File: src/rtl/branch_resolve_unit_pkg.sv
// Shared widths and helpers for the gshare branch-resolution slice.
// The IDX/HIST widths track the predictor's HASH/BHT widths so both sides stay in step.
package branch_resolve_unit_pkg;

  localparam int HASH_WIDTH     = 8;
  localparam int BHT_WIDTH      = 8;
  localparam int BRU_IDX_WIDTH  = HASH_WIDTH;
  localparam int BRU_HIST_WIDTH = BHT_WIDTH;
  localparam int BRU_PC_WIDTH   = 64;
  localparam int PC_INC         = 4;
  localparam int CNT_WIDTH      = 32;

  typedef logic [CNT_WIDTH-1:0] stat_cnt_t;

  // Statistics counters stick at all-ones instead of wrapping.
  function automatic stat_cnt_t sat_inc(input stat_cnt_t v);
    return (v == '1) ? v : v + stat_cnt_t'(1);
  endfunction

endpackage

File: src/rtl/branch_resolve_unit_if.sv
// Fetch/predict and execute-side bundle of the branch resolve unit.
// The master modport is the pipeline side and the slave modport is the resolve unit.
interface branch_resolve_unit_if
  import branch_resolve_unit_pkg::*;
#(
  parameter int PC_WIDTH   = BRU_PC_WIDTH,
  parameter int IDX_WIDTH  = BRU_IDX_WIDTH,
  parameter int HIST_WIDTH = BRU_HIST_WIDTH
) ();

  logic                  pred_valid;
  logic                  pred_ready;
  logic [PC_WIDTH-1:0]   pred_pc;
  logic                  pred_taken;
  logic [PC_WIDTH-1:0]   pred_target;
  logic [IDX_WIDTH-1:0]  pred_idx;
  logic [HIST_WIDTH-1:0] pred_hist;

  logic                  res_valid;
  logic                  res_taken;
  logic [PC_WIDTH-1:0]   res_target;

  logic                  upd_valid;
  logic [IDX_WIDTH-1:0]  upd_idx;
  logic                  upd_taken;
  logic [HIST_WIDTH-1:0] upd_hist;
  logic                  redirect_valid;
  logic [PC_WIDTH-1:0]   redirect_pc;
  logic                  res_error;
  stat_cnt_t             branch_cnt;
  stat_cnt_t             miss_cnt;

  modport master (
    output pred_valid, pred_pc, pred_taken, pred_target, pred_idx, pred_hist,
    output res_valid, res_taken, res_target,
    input  pred_ready, upd_valid, upd_idx, upd_taken, upd_hist,
    input  redirect_valid, redirect_pc, res_error, branch_cnt, miss_cnt
  );

  modport slave (
    input  pred_valid, pred_pc, pred_taken, pred_target, pred_idx, pred_hist,
    input  res_valid, res_taken, res_target,
    output pred_ready, upd_valid, upd_idx, upd_taken, upd_hist,
    output redirect_valid, redirect_pc, res_error, branch_cnt, miss_cnt
  );

endinterface

File: src/rtl/brq_fifo.sv
// Circular in-order queue of in-flight branch predictions with a whole-queue flush.
// The head entry is visible combinationally; a flush wins over a push in the same cycle.
module brq_fifo #(
  parameter int  DEPTH = 4,
  parameter int  WIDTH = 8,
  localparam int PTR_W = $clog2(DEPTH)
) (
  input  logic             clock,
  input  logic             reset,
  input  logic             push,
  input  logic [WIDTH-1:0] push_data,
  input  logic             pop,
  input  logic             flush,
  output logic [WIDTH-1:0] pop_data,
  output logic             empty,
  output logic [PTR_W:0]   count
);

  logic [WIDTH-1:0] mem [DEPTH];
  logic [PTR_W-1:0] head;
  logic [PTR_W-1:0] tail;
  logic             full;
  logic             do_push;
  logic             do_pop;

  assign full     = (count == (PTR_W+1)'(DEPTH));
  assign empty    = (count == '0);
  assign do_push  = push && !full && !flush;
  assign do_pop   = pop && !empty;
  assign pop_data = mem[head];

  // NOTE: the storage array has no reset; head/tail/count alone decide which entries are live.
  always_ff @(posedge clock) begin
    if (do_push) mem[tail] <= push_data;
  end

  always_ff @(posedge clock) begin
    if (reset) begin
      head  <= '0;
      tail  <= '0;
      count <= '0;
    end else if (flush) begin
      head  <= tail;
      count <= '0;
    end else begin
      if (do_push) tail <= tail + PTR_W'(1);
      if (do_pop)  head <= head + PTR_W'(1);
      case ({do_push, do_pop})
        2'b10:   count <= count + (PTR_W+1)'(1);
        2'b01:   count <= count - (PTR_W+1)'(1);
        default: count <= count;
      endcase
    end
  end

endmodule

File: src/rtl/branch_resolve_unit.sv
// Matches execute-stage outcomes against buffered gshare predictions, trains the
// predictor, redirects fetch on mispredict and keeps saturating branch statistics.
module branch_resolve_unit
  import branch_resolve_unit_pkg::*;
#(
  parameter int DEPTH      = 4,
  parameter int PC_WIDTH   = BRU_PC_WIDTH,
  parameter int IDX_WIDTH  = BRU_IDX_WIDTH,
  parameter int HIST_WIDTH = BRU_HIST_WIDTH
) (
  input logic                  clock,
  input logic                  reset,
  branch_resolve_unit_if.slave bus
);

  localparam int PTR_W   = $clog2(DEPTH);
  localparam int ENTRY_W = 2 * PC_WIDTH + 1 + IDX_WIDTH + HIST_WIDTH;

  logic [ENTRY_W-1:0]    push_data;
  logic [ENTRY_W-1:0]    pop_data;
  logic                  empty;
  logic [PTR_W:0]        count;
  logic                  push;
  logic                  pop;
  logic                  mispredict;
  logic [PC_WIDTH-1:0]   correct_pc;

  logic [PC_WIDTH-1:0]   e_pc;
  logic                  e_taken;
  logic [PC_WIDTH-1:0]   e_target;
  logic [IDX_WIDTH-1:0]  e_idx;
  logic [HIST_WIDTH-1:0] e_hist;

  stat_cnt_t             branch_cnt_q;
  stat_cnt_t             miss_cnt_q;

  assign bus.pred_ready = (count != (PTR_W+1)'(DEPTH));
  assign push           = bus.pred_valid && bus.pred_ready;
  assign pop            = bus.res_valid && !empty;
  assign push_data      = {bus.pred_pc, bus.pred_taken, bus.pred_target, bus.pred_idx, bus.pred_hist};
  assign {e_pc, e_taken, e_target, e_idx, e_hist} = pop_data;

  // A taken branch is also wrong when it went somewhere other than the predicted target.
  assign mispredict = (bus.res_taken != e_taken) || (bus.res_taken && (bus.res_target != e_target));
  assign correct_pc = bus.res_taken ? bus.res_target : e_pc + PC_WIDTH'(PC_INC);

  brq_fifo #(
    .DEPTH (DEPTH),
    .WIDTH (ENTRY_W)
  ) u_fifo (
    .clock     (clock),
    .reset     (reset),
    .push      (push),
    .push_data (push_data),
    .pop       (pop),
    .flush     (pop && mispredict),
    .pop_data  (pop_data),
    .empty     (empty),
    .count     (count)
  );

  always_ff @(posedge clock) begin
    if (reset) begin
      bus.upd_valid      <= 1'b0;
      bus.upd_idx        <= '0;
      bus.upd_taken      <= 1'b0;
      bus.upd_hist       <= '0;
      bus.redirect_valid <= 1'b0;
      bus.redirect_pc    <= '0;
      bus.res_error      <= 1'b0;
      branch_cnt_q       <= '0;
      miss_cnt_q         <= '0;
    end else begin
      bus.upd_valid      <= pop;
      bus.redirect_valid <= pop && mispredict;
      bus.res_error      <= bus.res_valid && empty;
      if (pop) begin
        bus.upd_idx   <= e_idx;
        bus.upd_taken <= bus.res_taken;
        bus.upd_hist  <= {e_hist[HIST_WIDTH-2:0], bus.res_taken};
        branch_cnt_q  <= sat_inc(branch_cnt_q);
        if (mispredict) begin
          bus.redirect_pc <= correct_pc;
          miss_cnt_q      <= sat_inc(miss_cnt_q);
        end
      end
    end
  end

  assign bus.branch_cnt = branch_cnt_q;
  assign bus.miss_cnt   = miss_cnt_q;

endmodule

File: src/flat_wrapper.sv
// flat-port wrapper written by rule: the top's interface ports become plain ports
module branch_resolve_unit_flat import branch_resolve_unit_pkg::*;
#(
  parameter int DEPTH      = 4,
  parameter int PC_WIDTH   = BRU_PC_WIDTH,
  parameter int IDX_WIDTH  = BRU_IDX_WIDTH,
  parameter int HIST_WIDTH = BRU_HIST_WIDTH
)
  (clock, reset, bus_pred_valid, bus_pred_pc, bus_pred_taken, bus_pred_target, bus_pred_idx, bus_pred_hist, bus_res_valid, bus_res_taken, bus_res_target, bus_pred_ready, bus_upd_valid, bus_upd_idx, bus_upd_taken, bus_upd_hist, bus_redirect_valid, bus_redirect_pc, bus_res_error, bus_branch_cnt, bus_miss_cnt);
  branch_resolve_unit_if #(.PC_WIDTH(PC_WIDTH), .IDX_WIDTH(IDX_WIDTH), .HIST_WIDTH(HIST_WIDTH)) bus_i ();
  input logic clock;
  input logic reset;
  input wire logic [$bits(bus_i.pred_valid)-1:0] bus_pred_valid;
  input wire logic [$bits(bus_i.pred_pc)-1:0] bus_pred_pc;
  input wire logic [$bits(bus_i.pred_taken)-1:0] bus_pred_taken;
  input wire logic [$bits(bus_i.pred_target)-1:0] bus_pred_target;
  input wire logic [$bits(bus_i.pred_idx)-1:0] bus_pred_idx;
  input wire logic [$bits(bus_i.pred_hist)-1:0] bus_pred_hist;
  input wire logic [$bits(bus_i.res_valid)-1:0] bus_res_valid;
  input wire logic [$bits(bus_i.res_taken)-1:0] bus_res_taken;
  input wire logic [$bits(bus_i.res_target)-1:0] bus_res_target;
  output wire logic [$bits(bus_i.pred_ready)-1:0] bus_pred_ready;
  output wire logic [$bits(bus_i.upd_valid)-1:0] bus_upd_valid;
  output wire logic [$bits(bus_i.upd_idx)-1:0] bus_upd_idx;
  output wire logic [$bits(bus_i.upd_taken)-1:0] bus_upd_taken;
  output wire logic [$bits(bus_i.upd_hist)-1:0] bus_upd_hist;
  output wire logic [$bits(bus_i.redirect_valid)-1:0] bus_redirect_valid;
  output wire logic [$bits(bus_i.redirect_pc)-1:0] bus_redirect_pc;
  output wire logic [$bits(bus_i.res_error)-1:0] bus_res_error;
  output wire logic [$bits(bus_i.branch_cnt)-1:0] bus_branch_cnt;
  output wire logic [$bits(bus_i.miss_cnt)-1:0] bus_miss_cnt;
  assign bus_i.pred_valid = bus_pred_valid;
  assign bus_i.pred_pc = bus_pred_pc;
  assign bus_i.pred_taken = bus_pred_taken;
  assign bus_i.pred_target = bus_pred_target;
  assign bus_i.pred_idx = bus_pred_idx;
  assign bus_i.pred_hist = bus_pred_hist;
  assign bus_i.res_valid = bus_res_valid;
  assign bus_i.res_taken = bus_res_taken;
  assign bus_i.res_target = bus_res_target;
  assign bus_pred_ready = bus_i.pred_ready;
  assign bus_upd_valid = bus_i.upd_valid;
  assign bus_upd_idx = bus_i.upd_idx;
  assign bus_upd_taken = bus_i.upd_taken;
  assign bus_upd_hist = bus_i.upd_hist;
  assign bus_redirect_valid = bus_i.redirect_valid;
  assign bus_redirect_pc = bus_i.redirect_pc;
  assign bus_res_error = bus_i.res_error;
  assign bus_branch_cnt = bus_i.branch_cnt;
  assign bus_miss_cnt = bus_i.miss_cnt;
  branch_resolve_unit #(.DEPTH(DEPTH), .PC_WIDTH(PC_WIDTH), .IDX_WIDTH(IDX_WIDTH), .HIST_WIDTH(HIST_WIDTH)) u_core (.clock(clock), .reset(reset), .bus(bus_i));
endmodule
File: config.mk
export PLATFORM = sky130hd
export DESIGN_NAME = branch_resolve_unit_flat
export DESIGN_NICKNAME = d
export VERILOG_FILES = /design/src/rtl/branch_resolve_unit_pkg.sv /design/src/rtl/branch_resolve_unit_if.sv /design/src/rtl/brq_fifo.sv /design/src/rtl/branch_resolve_unit.sv /design/src/flat_wrapper.sv
export SDC_FILE = /design/constraint.sdc
export NUM_CORES = 1
export LEC_CHECK = 0
export BUFFER_PORTS_ARGS = -buffer_cell sky130_fd_sc_hd__buf_2
export CORE_UTILIZATION = 55
export DETAILED_ROUTE_END_ITERATION = 16
export PLACE_DENSITY = 0.84
export SLEW_MARGIN = 15
export SYNTH_ARGS = -nofsm -noshare
export SYNTH_HDL_FRONTEND = slang
export SYNTH_HIERARCHICAL = 1
export SYNTH_SLANG_ARGS = --single-unit
File: constraint.sdc
create_clock -name clock -period 8.62 [get_ports clock]
set_clock_uncertainty 0.2 [all_clocks]
set_input_delay 0.862 -clock clock [delete_from_list [all_inputs] [get_ports clock]]
set_output_delay 0.862 -clock clock [all_outputs]
set_load 0.02 [all_outputs]
==> flow_summary.ini <==
[power_and_ir_drop]
vdd_drop_max_uv = 235.4
clockPowerShare = 0.312
p_sw_w = 0.003064
internal-power_w = 0.007134
p_per_area_nw_per_um2 = 293.2
p_sw_frac = 0.3005
leakage_nw = 12.09
p_seq_frac = 0.436
combPwrFrac = 0.251

[clock_tree]
cts_hold_buffers = 0
clock_latency_ns = 0.63
postCtsSetupBuffers = 0
post_cts_resized = 0
root_buffer = clkbuf_16
cts_tree = yes
clk_pin_slew_ns = 0.06
cts_buffer_depth = 3
numCtsBuffers = 74
htree_levels = 3
clkSinkCount = 732

[global_route]
grt.overflow.total = 0
grt_pass1_vias = 18380
grt_util_all_layers = 0.2847
grt_max_degree = 85
grt_pass1_wl_um = 115300
grt_antenna_before_repair = 46

[finish]
final_common_cell = edfxtp_1
stdcell_count = 3060
finalNetCount = 2506
drive_gt1_frac = 0.2897
area_growth_pct = 16.63
mostFrequentLayoutCells = 576 x edfxtp_1, 359 x buf_2, 164 x nand2_1

[min_path]
hold_start = bus_pred_pc[39]
holdPathStages = 1
whs_endpoint = u_core/u_fifo/mem[0][120]$_DFFE_PP_
hold_class = in -> reg

[detailed_routing]
drt-pass1-iter-count = 5
drcViolationCount = 0
drt_iter0_markers = 1859
num_vias = 18780
wl_per_cell_um = 26.16
ant_nets = 0
via_per_inst = 6.137
wl_um = 80060

[place]
io_buffers = 361
placed_cells = 2895
dp_hpwl_um = 53920
gp_congestion = 0.9100

[floorplan]
die-area_um2 = 55150
die_y_um = 234.9
core_um2 = 53080
rows = 84
io_pins = 363
fp.dieW_um = 234.9
start_util = 0.5619

[timing]
fin_crit_sh = 0.7580
layout_min_cycle_time_ns = 6.534
rsz0062_at_grt = no
hold_viol_final = 0
setup_viol = 0
setup_tns_ns = 0
slew_headroom = 0.2386
max_freq_mhz = 153.0
tightest_slew_ns = 1.138
hold_slack_ns = 0.2482
finalMaxSlewViolations = 0

[worst_setup_path]
worstPathCellList = buf_12, mux4_2, xnor2_1, nand4_1, nor4_1, nand3_1, or3_1, nand2_4, clkinv_2, nor2b_1, and3_4, buf_4
slowest_stage = and3_4
critPathMaxStageDelay_ns = 0.85
path_max_fanout = 50
r2r_slack_ns = 2.09
rr_worst_depth = 12
endpoint_kind = flip-flop
crit_required_ns = 8.69
cp.arrival_ns = 6.60
timing.rr.end = u_core/u_fifo/mem[3][126]$_DFFE_PP_
crit_path_start_kind = flip-flop
critPathKind = reg -> reg

[synth]
syn_avg_cell_area_um2 = 15.66
synth_nets = 2127
syn_inst = 1904
syn_area_um2 = 29820
yosysWarnings = 6

[flow_run]
maxCapViolCount = 0

[status]
status = finished clean
==> metrics by stage <==
step / util / setup WS (ns) / total power (W) / area (um^2)
2_1_floorplan: - / 1.136 / 0.006306 / 29820
3_3_place_gp: 0.6085 / 2.288 / 0.006941 / 32300
3_5_place_dp: 0.6085 / 2.237 / 0.007021 / 32300
4_1_cts: 0.6540 / 2.127 / 0.01020 / 34710
5_1_grt: 0.6551 / 1.838 / 0.01053 / 34770
6_report: 0.6553 / 2.086 / 0.01020 / 34780
==> area by class of cell <==
| class | count | area (um^2) |
|---|---|---|
| diodes | 28 | 70.07 |
| clock buffers | 104 | 2108 |
| clock inverters | 33 | 304.0 |
| fillers | 3501 | 18300 |
| inverters | 38 | 143.9 |
| multi-input cells | 1050 | 8797 |
| flip-flops and latches | 732 | 20430 |
| well taps | 688 | 860.8 |
| repair buffers | 387 | 2069 |
==> sequential cells by signal (all words and copies together), names as in the netlist, named ones only <==
signal and cells:
u_core/bus.branch_cnt 32, u_core/bus.upd_valid 1, u_core/bus.upd_hist 8, u_core/u_fifo/count 3
u_core/u_fifo/head 2, u_core/bus.upd_idx 8, u_core/bus.redirect_valid 1, u_core/bus.redirect_pc 64
u_core/u_fifo/tail 2, u_core/u_fifo/mem 576, u_core/bus.res_error 1, u_core/bus.miss_cnt 32
==> power groups by stage <==
stage | sequential (W) | combinational, W | clock [W]
floorplan | 0.00455 | 0.00176 | 0
global route | 0.00448 | 0.00270 | 0.00335
finish | 0.00445 | 0.00256 | 0.00318
detailed placement | 0.00452 | 0.00250 | 0
global placement | 0.00449 | 0.00245 | 0
CTS | 0.00445 | 0.00253 | 0.00322
==> critical path: cells and delay by family, from the launching register on <==
kind,cells,cell delay [ns]
buf+inv,3,1.05
simple gates,7,3.02
flops,1,0.81
mux,1,0.56
xor+xnor,1,0.40
==> how the worst max path moves through the flow <==
stage,end,slack (ns)
floorplan,u_core/u_fifo/mem[0][0]$_DFFE_PP_,1.14
global placement,u_core/u_fifo/mem[3][120]$_DFFE_PP_,2.29
global route,u_core/u_fifo/mem[3][127]$_DFFE_PP_,1.84
finish,u_core/u_fifo/mem[3][126]$_DFFE_PP_,2.09
CTS,u_core/u_fifo/mem[3][138]$_DFFE_PP_,2.13
detailed placement,u_core/u_fifo/mem[3][129]$_DFFE_PP_,2.24
==> layer usage <==
layer	share of wire	wire length [um]	global-route usage
met5	0.0017	140	0
met1	0.37	29300	0.3639
met4	0.046	3689	0.1402
met2	0.49	39070	0.4570
met3	0.098	7858	0.07119
(Power assumes the default switching activity.)
